File: src/rtl/led_matrix_pkg.sv
// Shared types and default timing for the 4x4 LED matrix scan driver.
package led_matrix_pkg;

    localparam int unsigned NUM_ROWS   = 4;
    localparam int unsigned NUM_COLS   = 4;
    localparam int unsigned LED_W      = NUM_ROWS * NUM_COLS;
    localparam int unsigned ROW_W      = 2;
    localparam int unsigned IDX_W      = 4;
    localparam int unsigned NUM_SLICES = 8;
    localparam int unsigned SLICE_W    = 3;

    localparam int unsigned DEFAULT_BLANK_CYCLES = 12;
    localparam int unsigned DEFAULT_SLICE_CYCLES = 150;

    typedef enum logic [1:0] {
        OP_NOP = 2'd0,
        OP_SET = 2'd1,
        OP_CLR = 2'd2,
        OP_TOG = 2'd3
    } wr_op_e;

    typedef enum logic {
        ST_BLANK  = 1'b0,
        ST_ACTIVE = 1'b1
    } scan_state_e;

endpackage

File: src/rtl/led_matrix_driver_row_timer.sv
// Scan timing: blanking/active phase, brightness slice and row counters.
module led_row_timer
    import led_matrix_pkg::*;
#(
    parameter int unsigned BLANK_CYCLES = DEFAULT_BLANK_CYCLES,
    parameter int unsigned SLICE_CYCLES = DEFAULT_SLICE_CYCLES
) (
    input  logic               clk,
    input  logic               rst,
    output scan_state_e        phase_o,
    output logic [ROW_W-1:0]   row_o,
    output logic [SLICE_W-1:0] slice_idx_o,
    output logic               frame_tick_o
);

    localparam int unsigned MAX_CYC = (BLANK_CYCLES > SLICE_CYCLES) ? BLANK_CYCLES : SLICE_CYCLES;
    localparam int unsigned CNT_W   = (MAX_CYC > 1) ? $clog2(MAX_CYC) : 1;

    localparam logic [CNT_W-1:0]   BLANK_LAST     = CNT_W'(BLANK_CYCLES - 1);
    localparam logic [CNT_W-1:0]   SLICE_LAST     = CNT_W'(SLICE_CYCLES - 1);
    localparam logic [SLICE_W-1:0] SLICE_IDX_LAST = SLICE_W'(NUM_SLICES - 1);
    localparam logic [ROW_W-1:0]   ROW_LAST       = ROW_W'(NUM_ROWS - 1);

    scan_state_e        state_q;
    logic [ROW_W-1:0]   row_q;
    logic [SLICE_W-1:0] slice_q;
    logic [CNT_W-1:0]   cyc_q;
    logic               frame_tick_q;

    // frame_tick_q marks the first blanking cycle of row 0, including right after reset
    always_ff @(posedge clk) begin
        if (rst) begin
            state_q      <= ST_BLANK;
            row_q        <= '0;
            slice_q      <= '0;
            cyc_q        <= '0;
            frame_tick_q <= 1'b1;
        end else begin
            frame_tick_q <= 1'b0;
            case (state_q)
                ST_BLANK: begin
                    if (cyc_q == BLANK_LAST) begin
                        state_q <= ST_ACTIVE;
                        cyc_q   <= '0;
                    end else begin
                        cyc_q <= cyc_q + CNT_W'(1);
                    end
                end
                ST_ACTIVE: begin
                    if (cyc_q == SLICE_LAST) begin
                        cyc_q <= '0;
                        if (slice_q == SLICE_IDX_LAST) begin
                            state_q      <= ST_BLANK;
                            slice_q      <= '0;
                            row_q        <= row_q + ROW_W'(1);
                            frame_tick_q <= (row_q == ROW_LAST);
                        end else begin
                            slice_q <= slice_q + SLICE_W'(1);
                        end
                    end else begin
                        cyc_q <= cyc_q + CNT_W'(1);
                    end
                end
            endcase
        end
    end

    assign phase_o      = state_q;
    assign row_o        = row_q;
    assign slice_idx_o  = slice_q;
    assign frame_tick_o = frame_tick_q;

endmodule

File: src/rtl/led_matrix_driver.sv
// 4x4 LED matrix driver: double-buffered pattern, row scan with PWM brightness and cursor overlay.
module led_matrix_driver
    import led_matrix_pkg::*;
#(
    parameter int unsigned BLANK_CYCLES = DEFAULT_BLANK_CYCLES,
    parameter int unsigned SLICE_CYCLES = DEFAULT_SLICE_CYCLES
) (
    input  logic                clk,
    input  logic                rst,
    input  logic                wr_en,
    input  logic [IDX_W-1:0]    wr_index,
    input  logic [1:0]          wr_op,
    input  logic                load_en,
    input  logic [LED_W-1:0]    load_data,
    input  logic                cursor_en,
    input  logic [IDX_W-1:0]    cursor_index,
    input  logic [SLICE_W-1:0]  brightness,
    output logic [NUM_ROWS-1:0] row_outputs,
    output logic [NUM_COLS-1:0] col_outputs,
    output logic [LED_W-1:0]    pattern,
    output logic                frame_start
);

    scan_state_e        phase;
    logic [ROW_W-1:0]   row_idx;
    logic [SLICE_W-1:0] slice_idx;
    logic               frame_tick;

    logic [LED_W-1:0]    working_q, working_d;
    logic [LED_W-1:0]    display_q;
    logic [SLICE_W-1:0]  bright_q;
    logic                cur_en_q;
    logic [IDX_W-1:0]    cur_idx_q;
    logic [NUM_ROWS-1:0] row_q, row_d;
    logic [NUM_COLS-1:0] col_q, col_d;
    logic                frame_start_q;
    logic [LED_W-1:0]    eff;

    led_row_timer #(
        .BLANK_CYCLES (BLANK_CYCLES),
        .SLICE_CYCLES (SLICE_CYCLES)
    ) u_timer (
        .clk          (clk),
        .rst          (rst),
        .phase_o      (phase),
        .row_o        (row_idx),
        .slice_idx_o  (slice_idx),
        .frame_tick_o (frame_tick)
    );

    // Working buffer update; a bulk load wins over a single-LED write
    always_comb begin
        working_d = working_q;
        if (load_en) begin
            working_d = load_data;
        end else if (wr_en) begin
            case (wr_op_e'(wr_op))
                OP_NOP: working_d = working_q;
                OP_SET: working_d[wr_index] = 1'b1;
                OP_CLR: working_d[wr_index] = 1'b0;
                OP_TOG: working_d[wr_index] = ~working_q[wr_index];
            endcase
        end
    end

    // Row/column drive from the display buffer and the frame's shadowed settings
    always_comb begin
        eff   = display_q ^ (cur_en_q ? (LED_W'(1) << cur_idx_q) : '0);
        row_d = '1;
        col_d = '0;
        if (phase == ST_ACTIVE) begin
            row_d[row_idx] = 1'b0;
            if (slice_idx <= bright_q) begin
                col_d = eff[{row_idx, 2'b00} +: NUM_COLS];
            end
        end
    end

    always_ff @(posedge clk) begin
        if (rst) begin
            working_q     <= '0;
            display_q     <= '0;
            bright_q      <= '0;
            cur_en_q      <= 1'b0;
            cur_idx_q     <= '0;
            row_q         <= '1;
            col_q         <= '0;
            frame_start_q <= 1'b0;
        end else begin
            working_q     <= working_d;
            row_q         <= row_d;
            col_q         <= col_d;
            frame_start_q <= frame_tick;
            // Latch takes the pre-edge working buffer, so a same-cycle write lands next frame
            if (frame_tick) begin
                display_q <= working_q;
                bright_q  <= brightness;
                cur_en_q  <= cursor_en;
                cur_idx_q <= cursor_index;
            end
        end
    end

    assign row_outputs = row_q;
    assign col_outputs = col_q;
    assign pattern     = working_q;
    assign frame_start = frame_start_q;

endmodule

File: config.mk
export PLATFORM = sky130hd
export DESIGN_NAME = led_matrix_driver
export DESIGN_NICKNAME = d
export VERILOG_FILES = /design/src/rtl/led_matrix_pkg.sv /design/src/rtl/led_matrix_driver_row_timer.sv /design/src/rtl/led_matrix_driver.sv
export SDC_FILE = /design/constraint.sdc
export NUM_CORES = 1
export LEC_CHECK = 0
export ABC_AREA = 1
export CAP_MARGIN = 10
export CORE_MARGIN = 5
export CORE_UTILIZATION = 49
export CTS_CLUSTER_DIAMETER = 50
export DETAILED_ROUTE_END_ITERATION = 8
export GPL_TIMING_DRIVEN = 0
export PLACE_DENSITY_LB_ADDON = 0.3
export SETUP_SLACK_MARGIN = 0.15
export SLEW_MARGIN = 20
export SYNTH_ARGS = -nofsm -noshare
export SYNTH_HDL_FRONTEND = slang
export SYNTH_SLANG_ARGS = --single-unit
export TNS_END_PERCENT = 1
File: constraint.sdc
create_clock -name clk -period 1.8 [get_ports clk]
set_clock_uncertainty 0.15 [all_clocks]
set_input_delay 0.18 -clock clk [delete_from_list [all_inputs] [get_ports clk]]
set_output_delay 0.18 -clock clk [all_outputs]
set_load 0.02 [all_outputs]
### Word-level counts from Yosys, hierarchy flattened

Cells that the tools add are included.

* $add $sub $neg: 3
* $lt $le $gt $ge: 5
* equal/unequal tests: 8
* shift-type cells: 2
* muxes and demuxes: 22
* bitwise gates (word level): 8
* reduce and logical (&&, ||, !) cells: 9

Operators with widths (count)
* $mux W16: 3
* $pmux W16 S3: 1
* $and A16 B16 Y16: 1
* $bwmux W16: 1
* $mux W8: 2
* $not A16 Y16: 1
* $or A16 B16 Y16: 1
* $pmux W8 S2: 1
* $shiftx A16 B5 Y4: 1
* $shl A1 B4 Y16 const A: 1
* $xor A16 B16 Y16: 1
* $mux W1: 9
* $add A8 B1 Y8 const B: 1
* $eq A8 B4 Y1 const B: 1
* $eq A8 B8 Y1 const B: 1
* $eq A2 B2 Y1 const B: 3
* $lt A4 B5 Y1 const B: 1
* $bmux W1 S4: 1
* $demux W1 S4: 1
* $ge A4 B1 Y1 const B: 1
* $not A4 Y4: 1
* $reduce_and A2 Y1: 2
* $add A3 B1 Y3 const B: 1
* $eq A3 B3 Y1 const B: 1
* 16 further kinds: 19

* flip-flop bits (word level): 64
* bits of input ports: 34
* output and inout bits: 25
* word-level logic and storage cells: 70

### Logic depth before layout (Yosys ltp)

* word-level depth: 9
* mapped depth: 12
* gate-level depth less buffers: 12

### Cells and area by module

From an unflattened synthesis, not the netlist that was laid out.

* cells, all modules: 525
* area, all modules: 3603.5 µm²

Modules (own cells, without submodules)
* led_matrix_driver: times used 1, cells an instance 425, area each 2861.5 µm², seq. area each 980.9 µm²
* led_row_timer: times used 1, cells an instance 100, area each 742.0 µm², seq. area each 300.3 µm²

### Worst setup path after synthesis

No wires, ideal clock.

* kind: flip-flop to flip-flop
* start: register u_timer.row_q[0], in the netlist u_timer.row_o[0]
* end: register u_timer.row_q[1], in the netlist u_timer.row_o[1]
* library setup time: 0.121 ns
* arrival time: 1.246 ns
* data required time: 1.529 ns
* slack: 0.283 ns
* cell stages (with the launch flop): 6
* buffers on the path: 1
* path through: dfxtp_1 > buf_2 > clkinv_1 > ha_1 > o21ai_0 > a21oi_1

* cells in the longest elaborated chain, start to end: 1

RTL lines
* start: declaration: RTL line led_matrix_driver_row_timer.sv:25 `logic [ROW_W-1:0] row_q;`
* start signal: assignment: RTL line led_matrix_driver_row_timer.sv:55 `row_q <= row_q + ROW_W'(1);`
* $add A2 B1 Y2: RTL line led_matrix_driver_row_timer.sv:55

Every way passes these cells.
A chain may end at the register's enable or synchronous reset.

### Final worst setup path

* start: register working_q[4], in the netlist pattern[4]
* end: output port pattern[4]

RTL lines
* start: declaration: RTL line led_matrix_driver.sv:29 `logic [LED_W-1:0] working_q, working_d;`
* start signal: assignment: RTL line led_matrix_driver.sv:90 `working_q <= working_d;`
* end: declaration: RTL line led_matrix_driver.sv:20 `output logic [LED_W-1:0] pattern,`

No word-level cell between the ends.

==> results.md <==
- Outcome: finished clean
- Starting Density: 0.498
- Die X: 92.4 um
- Total Wirelength: 8.91 mm
- R2r setup slk: 150 ps
- Proportion of layout cells with a drive suffix above 1: 0.0780
- Hold depth: 3
- CP bufs+invs: 1
- CP endpoint kind: output port
- Critical-path top delay cell: clkdlybuf4s50_1
- Vias per cell: 5.29
- Switch share: 0.281
- Leak pwr: 1.73 nW
- Ys Warns: 0
- Pwr dens: 778 nW/um2
- CTS buffer count: 9
- Seq cells post-synth: 64
- Tmin final: 1760 ps
- CP Data Arrival Time: 1430 ps
- Area grow syn2layout: 28.0%
- Comb pwr share: 0.146
- Max_cap viols: 0
- Fmax: 569 MHz
- Cell Chain, Critical Path: clkdlybuf4s50_1
- Routability Congestion: 0.899
- Worst-Margin Slew: 549 ps
- Required time worst endpoint: 1470 ps
- Die ar.: 8530 um2
- Clock Sinks: 64
- # rows: 30
- Internal: 2.38 mW
- Post-Synthesis Mean Instance Area: 6.81 um2
- RSZ-0062 raised after global routing: true
- Via count: 3409
- Synth Net Count: 533
- Period utilisation layout: 0.976
- IO Port Bufs: 56
- Clock-pin slew on the worst setup and hold paths: 80 ps
- Initial antenna violation count: 0
- Crit start category: register
- TritonCTS clock tree: yes
- Final Hold Slack: 169 ps
- Clock share of power: 0.385
- Slew margin rel.: 0.634
- Non-Filler Cell Area, Final: 4260 um2
- Setup violators final: 0
- GRT overflow: 0
- Final hold vios: 0
- Crit path kind: reg -> out
- Post-Syn Instances: 488
- NetSw: 0.932 mW
- Cell Area, Synth: 3330 um2
- Htree depth: 3
- Worst path depth: 1
- Nets@finish: 604
- DP Area: 3990 um2
- Post-route ant nets: 0
- Drt initial violations: 204
- CP delay by family, top: buffers and inverters
- Ports: 59
- Unique masters post-synth: 32
- Die height: 92.4 um
- Max-slew violation count: 0
- # diodes: 0
- Clk root buf: clkbuf_8
- Critical Path Max Stage Delay: 650 ps
- Hold crit path type: in -> reg
- Largest net degree at the start of global routing: 13
- CP max FO: 5
- Total GRT Usage: 0.202
- Power share of the sequential group: 0.468
- Max clock buf depth: 2
- Number of global-route vias before repair: 3100
- Worst skew pair latency: 330 ps
- First-pass GRT wire length: 14.1 mm
- Sequential area share after synthesis: 0.385
- Core Area: 6680 um2
- Peak supply drop: 0.404 mV
- DP Wirelength: 6.61 mm
- Worst Reg-to-Reg Cells: 7
- Drt drc: 0
- Post-layout util: 0.637
- Cts hold-fix bufs: 0
- Router iterations before antenna repair: 4
- DR WL/cell: 13.8 um
## state kept, by name, indices dropped and copies added (netlist names)
name	flops
bright_q	3
col_outputs	4
cur_en_q	1
cur_idx_q	4
display_q	16
frame_start	1
pattern	16
row_outputs	4
u_timer.cyc_q	8
u_timer.frame_tick_o	1
u_timer.phase_o	1
u_timer.row_o	2
u_timer.slice_idx_o	3
## Yosys cell counts (all sizes together)
| cell type | n | area (um2) |
|---|---|---|
| ha | 11 | 138 |
| a22oi | 14 | 105 |
| nor2 | 111 | 424 |
| a21oi | 42 | 210 |
| inv | 53 | 199 |
| nand2 | 72 | 273 |
| nor3 | 5 | 25.0 |
| o21ai | 56 | 280 |
| o211ai | 2 | 15.0 |
| nor4 | 1 | 6.26 |
| a31oi | 2 | 12.5 |
| a31o | 1 | 8.76 |
| nand3 | 14 | 80.1 |
| o31ai | 1 | 7.51 |
| dfxtp | 64 | 1280 |
| nor3b | 2 | 15.0 |
| nand3b | 1 | 7.51 |
| a211oi | 2 | 15.0 |
| nand4 | 4 | 25.0 |
| buf | 8 | 50.1 |
| clkinv | 1 | 3.75 |
| xor2 | 6 | 52.6 |
| o21bai | 1 | 18.8 |
| xnor2 | 4 | 35.0 |
| clkbuf | 10 | 37.5 |
## metrics by stage
step	power [mW]	setup WS, ps	TNS [ps]	instances
after floorplan	1.84	283	0	488
after global placement	2.04	-258	-3150	624
after detailed placement	2.05	-275	-3780	624
after CTS	3.31	42.7	0	640
after global routing	3.43	16.4	0	644
final	3.31	43.4	0	644
## layout by cell type (no fill, tap or decap), types with 4 or more instances in the layout
master           Yosys  layout
xnor2_1              4       4
nand4_1              4       4
nand3_1             12      11
xor2_1               6       6
inv_1               51      51
o21ai_0             45      43
buf_2                4       4
clkdlybuf4s50_1      0      53
dfxtp_1             64      62
nor3_1               5       5
nand2_1             71      69
o21ai_1             11      13
ha_1                11      11
a21oi_1             42      42
clkbuf_1            10       9
clkbuf_8             0      10
nor2_1             108     107
a22oi_1             14      14
## path summary, 6_finish.rpt
path               startpoint               end
max                pattern[4]        pattern[4]
min                   load_en        pattern[4]
max reg2reg  u_timer.cyc_q[2]  u_timer.row_o[1]
min reg2reg       bright_q[1]       bright_q[1]
## cell type report
type | instances | area (um2)
Fill cell | 611 | 2420
Multi-Input combinational cell | 352 | 1780
Sequential cell | 64 | 1280
Timing Repair Buffer | 60 | 598
Inverter | 54 | 204
Clock buffer | 10 | 138
Tap cell | 80 | 100
Buffer | 18 | 88.8
Clock inverter | 6 | 67.6
## power by group through the flow
stage	sequential, mW	combinational [mW]	clock, mW
after CTS	1.55	0.474	1.28
after detailed placement	1.58	0.471	0
after global placement	1.58	0.459	0
after floorplan	1.59	0.257	0
final	1.55	0.484	1.28
after global routing	1.56	0.533	1.34
## metal layers
metal / vias up / GRT usage / part of all wire
li1: 1745 / - / -
met1: 1539 / 0.255 / 0.44
met2: 113 / 0.346 / 0.48
met3: 12 / 0.0341 / 0.057
met4: 0 / 0.0730 / 0.015
met5: - / 0 / 0
## kinds of logic after synthesis
family	count (synthesis)	synth area share
and+or+nand+nor	210	0.257
AOI/OAI and AO/OA	121	0.202
buffers and inverters	72	0.0873
DFF	64	0.385
adders and majority gates	11	0.0414
xor gates and xnor gates	10	0.0263
## timing repair
item                                    CTS  global route
cloned                                    0             1
endpoints found under the setup margin   38            46
setup buffers                             0             3
endpoints found under the hold margin     0             0
pin swaps                                 0             3
gates resized for setup                   3            15
Power figures use the tool's default switching activity.
